===== src/rtl/sequence_player_module.sv =====
// sequence_player_module
// Fetches values (1..4) from a random-number generator over a trigger/ready
// handshake, appends them to a sequence buffer, and plays the buffer back as
// one-hot LED pulses with fixed on/off timing. A combinational read port lets
// the input checker look up any stored entry.
//
// Optional feature macro: SEQ_REQ_TIMEOUT_EN
//   defined   : WAIT gives up after REQ_TIMEOUT cycles without ready (o_err set)
//   undefined : WAIT holds until ready, i_clear or i_enable low
//
// Generator handshake: o_gen_trigger is a single-cycle request. The first
// cycle in which i_gen_ready is high, from the trigger cycle onward, carries
// the value in i_gen_value. That value is consumed, and i_gen_ready is
// ignored outside REQ/WAIT.
module sequence_player_module #(
  parameter int MAX_LEN     = 32,
  parameter int ON_CYCLES   = 50,
  parameter int OFF_CYCLES  = 25,
  parameter int REQ_TIMEOUT = 255
) (
  input  logic                         i_clk,
  input  logic                         i_rst_n,
  input  logic                         i_enable,
  input  logic                         i_clear,
  input  logic                         i_add,
  input  logic                         i_play,
  output logic                         o_gen_trigger,
  input  logic                         i_gen_ready,
  input  logic [2:0]                   i_gen_value,
  output logic [3:0]                   o_led,
  output logic                         o_busy,
  output logic                         o_add_done,
  output logic                         o_play_done,
  output logic                         o_full,
  output logic [$clog2(MAX_LEN+1)-1:0] o_len,
  output logic                         o_err,
  input  logic [$clog2(MAX_LEN)-1:0]   i_rd_idx,
  output logic [2:0]                   o_rd_value,
  output logic [2:0]                   o_dbg_state
);

  localparam int LEN_W   = $clog2(MAX_LEN + 1);
  localparam int IDX_W   = $clog2(MAX_LEN);
  localparam int CNT_MAX = (ON_CYCLES > OFF_CYCLES) ?
                           ((ON_CYCLES > REQ_TIMEOUT) ? ON_CYCLES : REQ_TIMEOUT) :
                           ((OFF_CYCLES > REQ_TIMEOUT) ? OFF_CYCLES : REQ_TIMEOUT);
  localparam int CNT_W   = $clog2(CNT_MAX + 1);

  typedef enum logic [2:0] {
    IDLE     = 3'd0,
    REQ      = 3'd1,
    WAIT     = 3'd2,
    PLAY_ON  = 3'd3,
    PLAY_OFF = 3'd4
  } state_t;

  state_t             r_state, w_state_nxt;
  logic [CNT_W-1:0]   r_cnt, w_cnt_nxt;
  logic [IDX_W-1:0]   r_idx, w_idx_nxt;
  logic [LEN_W-1:0]   r_len;
  logic               r_err;
  logic               r_gen_trigger;
  logic [3:0]         r_led;
  logic               r_busy;
  logic               r_add_done;
  logic               r_play_done;
  logic [2:0]         r_buf [MAX_LEN];

  logic               w_full;
  logic               w_store;
  logic               w_err_set;
  logic               w_add_done;
  logic               w_play_done;
  logic               w_val_ok;
  logic               w_last;

  function automatic logic [3:0] one_hot(input logic [2:0] v);
    case (v)
      3'd1:    one_hot = 4'b0001;
      3'd2:    one_hot = 4'b0010;
      3'd3:    one_hot = 4'b0100;
      3'd4:    one_hot = 4'b1000;
      default: one_hot = 4'b0000;
    endcase
  endfunction

  assign w_full   = (r_len == LEN_W'(MAX_LEN));
  assign w_val_ok = (i_gen_value >= 3'd1) && (i_gen_value <= 3'd4);
  assign w_last   = (LEN_W'(r_idx) == (r_len - LEN_W'(1)));

  // Next-state, counters and one-cycle event strobes.
  always_comb begin
    w_state_nxt = r_state;
    w_cnt_nxt   = r_cnt;
    w_idx_nxt   = r_idx;
    w_store     = 1'b0;
    w_err_set   = 1'b0;
    w_add_done  = 1'b0;
    w_play_done = 1'b0;
    if (i_clear || !i_enable) begin
      w_state_nxt = IDLE;
      w_cnt_nxt   = '0;
    end else begin
      case (r_state)
        IDLE: begin
          if (i_add) begin
            if (w_full) begin
              w_err_set = 1'b1;
            end else begin
              w_state_nxt = REQ;
            end
          end else if (i_play) begin
            if (r_len == '0) begin
              w_play_done = 1'b1;
            end else begin
              w_idx_nxt   = '0;
              w_cnt_nxt   = '0;
              w_state_nxt = PLAY_ON;
            end
          end
        end
        REQ, WAIT: begin
          if (i_gen_ready) begin
            w_state_nxt = IDLE;
            if (w_val_ok) begin
              w_store    = 1'b1;
              w_add_done = 1'b1;
            end else begin
              w_err_set = 1'b1;
            end
          end else if (r_state == REQ) begin
            // The REQ cycle is the first cycle of the wait window.
            w_state_nxt = WAIT;
            w_cnt_nxt   = CNT_W'(1);
          end else begin
`ifdef SEQ_REQ_TIMEOUT_EN
            if (r_cnt == CNT_W'(REQ_TIMEOUT - 1)) begin
              w_state_nxt = IDLE;
              w_err_set   = 1'b1;
              w_cnt_nxt   = '0;
            end else begin
              w_cnt_nxt = r_cnt + CNT_W'(1);
            end
`else
            w_state_nxt = WAIT;
`endif
          end
        end
        PLAY_ON: begin
          if (r_cnt == CNT_W'(ON_CYCLES - 1)) begin
            w_cnt_nxt   = '0;
            w_state_nxt = PLAY_OFF;
          end else begin
            w_cnt_nxt = r_cnt + CNT_W'(1);
          end
        end
        PLAY_OFF: begin
          if (r_cnt == CNT_W'(OFF_CYCLES - 1)) begin
            w_cnt_nxt = '0;
            if (w_last) begin
              w_state_nxt = IDLE;
              w_play_done = 1'b1;
            end else begin
              w_idx_nxt   = r_idx + IDX_W'(1);
              w_state_nxt = PLAY_ON;
            end
          end else begin
            w_cnt_nxt = r_cnt + CNT_W'(1);
          end
        end
        default: begin
          w_state_nxt = IDLE;
          w_cnt_nxt   = '0;
        end
      endcase
    end
  end

  // State, counters, length, sticky error and registered outputs.
  always_ff @(posedge i_clk or negedge i_rst_n) begin
    if (!i_rst_n) begin
      r_state       <= IDLE;
      r_cnt         <= '0;
      r_idx         <= '0;
      r_len         <= '0;
      r_err         <= 1'b0;
      r_gen_trigger <= 1'b0;
      r_led         <= 4'b0000;
      r_busy        <= 1'b0;
      r_add_done    <= 1'b0;
      r_play_done   <= 1'b0;
    end else begin
      r_state       <= w_state_nxt;
      r_cnt         <= w_cnt_nxt;
      r_idx         <= w_idx_nxt;
      r_gen_trigger <= (w_state_nxt == REQ);
      r_busy        <= (w_state_nxt != IDLE);
      r_add_done    <= w_add_done;
      r_play_done   <= w_play_done;
      r_led         <= (w_state_nxt == PLAY_ON) ? one_hot(r_buf[w_idx_nxt]) : 4'b0000;
      if (i_clear) begin
        r_len <= '0;
        r_err <= 1'b0;
      end else begin
        if (w_store)   r_len <= r_len + LEN_W'(1);
        if (w_err_set) r_err <= 1'b1;
      end
    end
  end

  // Sequence storage; contents need no reset because o_len gates every read.
  always_ff @(posedge i_clk) begin
    if (w_store) r_buf[r_len[IDX_W-1:0]] <= i_gen_value;
  end

  assign o_gen_trigger = r_gen_trigger;
  assign o_led         = r_led;
  assign o_busy        = r_busy;
  assign o_add_done    = r_add_done;
  assign o_play_done   = r_play_done;
  assign o_full        = w_full;
  assign o_len         = r_len;
  assign o_err         = r_err;
  assign o_rd_value    = (LEN_W'(i_rd_idx) < r_len) ? r_buf[i_rd_idx] : 3'd0;
  assign o_dbg_state   = r_state;

endmodule

===== config.mk =====
export PLATFORM = sky130hd
export DESIGN_NAME = sequence_player_module
export DESIGN_NICKNAME = d
export VERILOG_FILES = /design/src/rtl/sequence_player_module.sv
export SDC_FILE = /design/constraint.sdc
export NUM_CORES = 1
export LEC_CHECK = 0
export BUFFER_PORTS_ARGS = -buffer_cell sky130_fd_sc_hd__buf_4
export CAP_MARGIN = 20
export CORE_AREA = 2 2 118 120
export CTS_CLUSTER_SIZE = 24
export DETAILED_ROUTE_END_ITERATION = 8
export DIE_AREA = 0 0 120 122
export PLACE_DENSITY_LB_ADDON = 0.08
export SYNTH_ARGS = -nofsm -noshare
export SYNTH_HDL_FRONTEND = slang
export SYNTH_SLANG_ARGS = --single-unit
export TNS_END_PERCENT = 100

===== constraint.sdc =====
create_clock -name i_clk -period 5.45 [get_ports i_clk]
set_input_delay 1.3625 -clock i_clk [delete_from_list [all_inputs] [get_ports i_clk]]
set_output_delay 1.3625 -clock i_clk [all_outputs]
set_load 0.01 [all_outputs]

Word level (Yosys, flattened, before mapping)
Memory sizes are Yosys's and may differ from the RTL's. Index checks and enable logic that the tools add are counted.

Word-level logic and storage cells: 99. Output and inout bits: 22. Bits in writable memories: 96. Memories kept: 1. Bits of input ports: 15. Register bits after elaboration: 31.

Memories: r_buf (depth 32, width 3, rd ports 2, clocked after memory_dff 0, wr ports 1, line 67) `logic [2:0] r_buf [MAX_LEN];`.

Equal/unequal tests: 19. Multiplexer cells: 52. Add/subtract/negate cells: 4. Reductions and logical operators: 10. Order comparisons: 3.

Operator list (number): $mux 8 (8); $pmux 8 s4 (1); $mux 5 (6); $mux 3 (8); $mux 1 (19); $pmux 4 s4 (1); $eq 3x2->1 const B (5); $ne 3x3->1 const B (5); $mux 6 (2); $pmux 3 s4 (1); $pmux 5 s2 (1); $eq 3x1->1 const B (3); $add 8x1->8 const B (1); $eq 8x5->1 const B (1); $eq 8x6->1 const B (1); $add 6x1->6 const B (1); $eq 3x3->1 const B (2); $eq 5x6->1 (1); $eq 6x6->1 const B (1); $logic_not 6->1 (1); $lt 5x6->1 (1); $sub 6x1->6 const B (1); $add 5x1->5 const B (1); $reduce_and 5->1 (1); other kinds (12) (15).

Depth between registers and ports, before layout
An unclocked memory read counts as a cell.

Word-level depth: 10. Depth in mapped cells: 18.

Worst setup path before layout
OpenSTA, ideal clock, no wires.

Path kind: input-to-output. Start point: input port i_rd_idx[0]. End point: output port o_rd_value[0]. Cell stages on the path: 6. Path slack: 0.617 ns. Required time: 4.088 ns. Arrival time: 3.470 ns. Path through: clkbuf_1 > buf_1 > mux4_2 > mux4_2 > mux2i_1 > nor2_1.

Word-level cells in the longest chain between the ends: 2. Elaborated cells on any way between the ends: 3. Classes of those cells: 1 x order compare; 1 x mux; 1 x memory.

Ends and longest elaborated chain: start: declaration (line 37) `input logic [$clog2(MAX_LEN)-1:0] i_rd_idx,`; $mem_v2 32x3 / $lt 5x6->1 (equally long branches); $mux 3 (*) (line 224) `assign o_rd_value = (LEN_W'(i_rd_idx) < r_len) ? r_buf[i_rd_idx] : 3'd0;`; end: declaration (line 38) `output logic [2:0] o_rd_value,`.

Every way passes the cells marked *; elsewhere a longest branch is shown, timed or not.

Final worst setup path
Same ends and word-level chain as after synthesis.

==> results.cfg <==
[clock_network]
cts_hold_buf = 0
cts_tree = built
htreeDepth = 4
cts.sinks = 127
cts_resized = 0
post-cts-setup-buffers = 0
cts.clk_slew.worst_paths_ns = 0.05
insertion_delay_ns = 0.42
clockBufferDepth = 2
numCtsBuffers = 17
cts-root-buf = clkbuf_16

[drt]
drt_iter0_drc = 637
drcViolationCount = 0
wl_met3_um = 1620
wl_per_cell_um = 23.8
met1Wirelength_um = 8240
highest_layer = met4
ant_nets = 0
num_vias = 5895
totalWireLength_um = 20700
drt_pre_antenna_iters = 8
drt-vias-per-instance = 6.78
dr_wl_met2_um = 9800

[final_layout]
nets = 704
final_cells = 869
n_antenna_cell = 0
mostFrequentLayoutCell = nand2_1
fin_area_mm2 = 0.00837
layout_common_cells = 108 x nand2_1, 96 x edfxtp_1, 63 x nor2_1, 42 x buf_4, 35 x o22ai_1
drive_above_1_share_pct = 18.7
area_delta_synth_final_pct = 12.3

[sta]
max_freq_mhz = 214
period_needed_ns = 4.68
fin_tns_setup_ns = 0
worst_pin_slew_ns = 0.838
timing.final.max_slew_violations = 0
setup_viol = 0
finalClockSkew_ns = 0.00861
fin_crit_sh_pct = 85.9
hold_violations = 0
slew_headroom_pct = 43.4
rsz0062_at_grt = no

[die]
num_io_pins = 37
core_area_mm2 = 0.0135
die_x_um = 120
num_rows = 43
initial_core_util_pct = 55.2
dieArea_mm2 = 0.0146
dieHeight_um = 122

[global_routing]
grt_pass1_wl_um = 32700
antenna_found_initial = 0
grt_pass1_vias = 5734
track_usage_pct = 30.0
grt_max_degree = 69
grt_overflow = 0

[setup_path]
rr_worst_depth = 15
worstPathArrival_ns = 3.32
slowest_stage = mux4_2
crit_path_cell_trace = buf_4, mux4_2, mux4_2, mux2i_1, nor2_1, buf_4
rrSetupSlack_ns = 0.88
worstPathBufferInverterCount = 2
cp-start-kind = input pin
path_class = input pin to output port
startpoint = i_rd_idx[0]
cp-end-kind = output port
r2r_end = o_led[0]
cp_max_fo = 25
reg2reg_from = o_len[0]
cpPeakStageDelay_ns = 0.60
required_ns = 4.09
crit_family = multiplexers

[placed_design]
place_congestion = 0.946
placed_area_mm2 = 0.00779
port_buffers = 36
hpwl_um = 13700
dpl.cell_count = 837

[worst_hold_path]
worstHoldStart = r_cnt[7]
hold_path_class = flop to flop
min_path_cells = 1
whs_endpoint = r_cnt[7]

[pwr]
p_leak_nw = 2.95
ir_drop_v = 0.000208
power_density_mw_per_mm2 = 266

[synth]
synth_edf_count = 96
synth-warning-count = 0
syn_nets = 689
ys.flop_type = edfxtp_1
ys_ff_latch = 127
syn_area_per_cell_um2 = 11.3
async_flop_share_pct = 24.4
synthCells = 662
synthesis.area_mm2 = 0.00746
seq_area_frac_synth_pct = 49.1
synthDistinctLibCells = 72

[job]
maxCapViolations = 0

[run_status]
outcome = finished, final reports clean
[routing by layer]
| layer | GRT usage, % | vias up |
|---|---|---|
| met5 | 0 | - |
| met4 | 16.8 | 0 |
| met3 | 6.32 | 58 |
| met2 | 47.7 | 332 |
| met1 | 38.6 | 2910 |
| li1 | - | 2595 |
[synthesized netlist by cell type (13+ instances only)]
cell type,instances,area (um^2)
nand2_1,108,405
nand3_1,19,95.1
mux2i_1,19,190
a222oi_1,17,170
edfxtp_1,96,2880
inv_1,13,48.8
dfrtp_1,31,776
mux4_2,30,676
o21ai_0,17,85.1
clkbuf_1,27,101
nor2_1,63,236
o22ai_1,35,219
[cell type report]
type	instances	area [um^2]
fill	1078	5130
sequential	127	3660
multi-input combinational	472	3530
clock buffer	18	429
timing repair buffer	43	343
tap	180	225
clock inverter	13	124
inverter	16	62.6
[worst register-to-register path, stage by stage, from the launching register on]
cell and delay (ns):
dfrtp_1 0.54, inv_1 0.19, ha_1 0.33, or3b_2 0.53, o221ai_4 0.23, or2_2 0.20, nand2_1 0.11, nor2_4 0.70
a21oi_4 0.11, inv_4 0.24, mux2i_1 0.25, mux2i_1 0.10, mux2_2 0.27, o22ai_1 0.19, a31oi_1 0.10, nor3_1 0.34
[kinds of logic after synthesis]
logic type               count (synthesis)  share of synthesized area [%]
AND/OR/NAND/NOR                        243                           15.7
AO/OA/AOI/OAI                          149                           15.4
flip-flops                             127                           49.1
buffers and inverters                   63                           3.83
multiplexers                            54                           12.4
XOR/XNOR                                14                           1.64
adder cells (fa/ha/maj)                 12                           2.01
[per-stage QoR]
step	total power [mW]	util, %	setup WS [ns]	hold slack (ns)
floorplan	1.13	-	0.617	0.439
detailed placement	1.18	57.7	0.700	0.477
global placement	1.18	57.7	0.731	0.465
global route	2.29	62.0	0.617	0.506
CTS	2.24	61.8	0.746	0.487
finish	2.23	62.0	0.768	0.483
[how the worst max path moves through the flow]
stage	to	slack, ns	depth (start not counted)
floorplan	o_rd_value[0]	0.62	6
global placement	o_led[0]	0.73	11
detailed placement	o_led[0]	0.70	11
CTS	o_rd_value[0]	0.75	6
global route	o_led[0]	0.62	15
finish	o_rd_value[0]	0.77	6
[power breakdown]
group / switching, mW / internal (mW)
registers: 0.00415 / 1.05
logic: 0.0625 / 0.0459
clock network: 0.408 / 0.661
total: 0.475 / 1.75
[state kept, by name, summed over array words and instances, names as in the netlist, 3 cells and up]
signal       count
o_dbg_state      3
r_idx            5
o_len            6
o_led            4
r_cnt            8
r_buf           96
No activity file was read; power rests on OpenSTA's default activity.
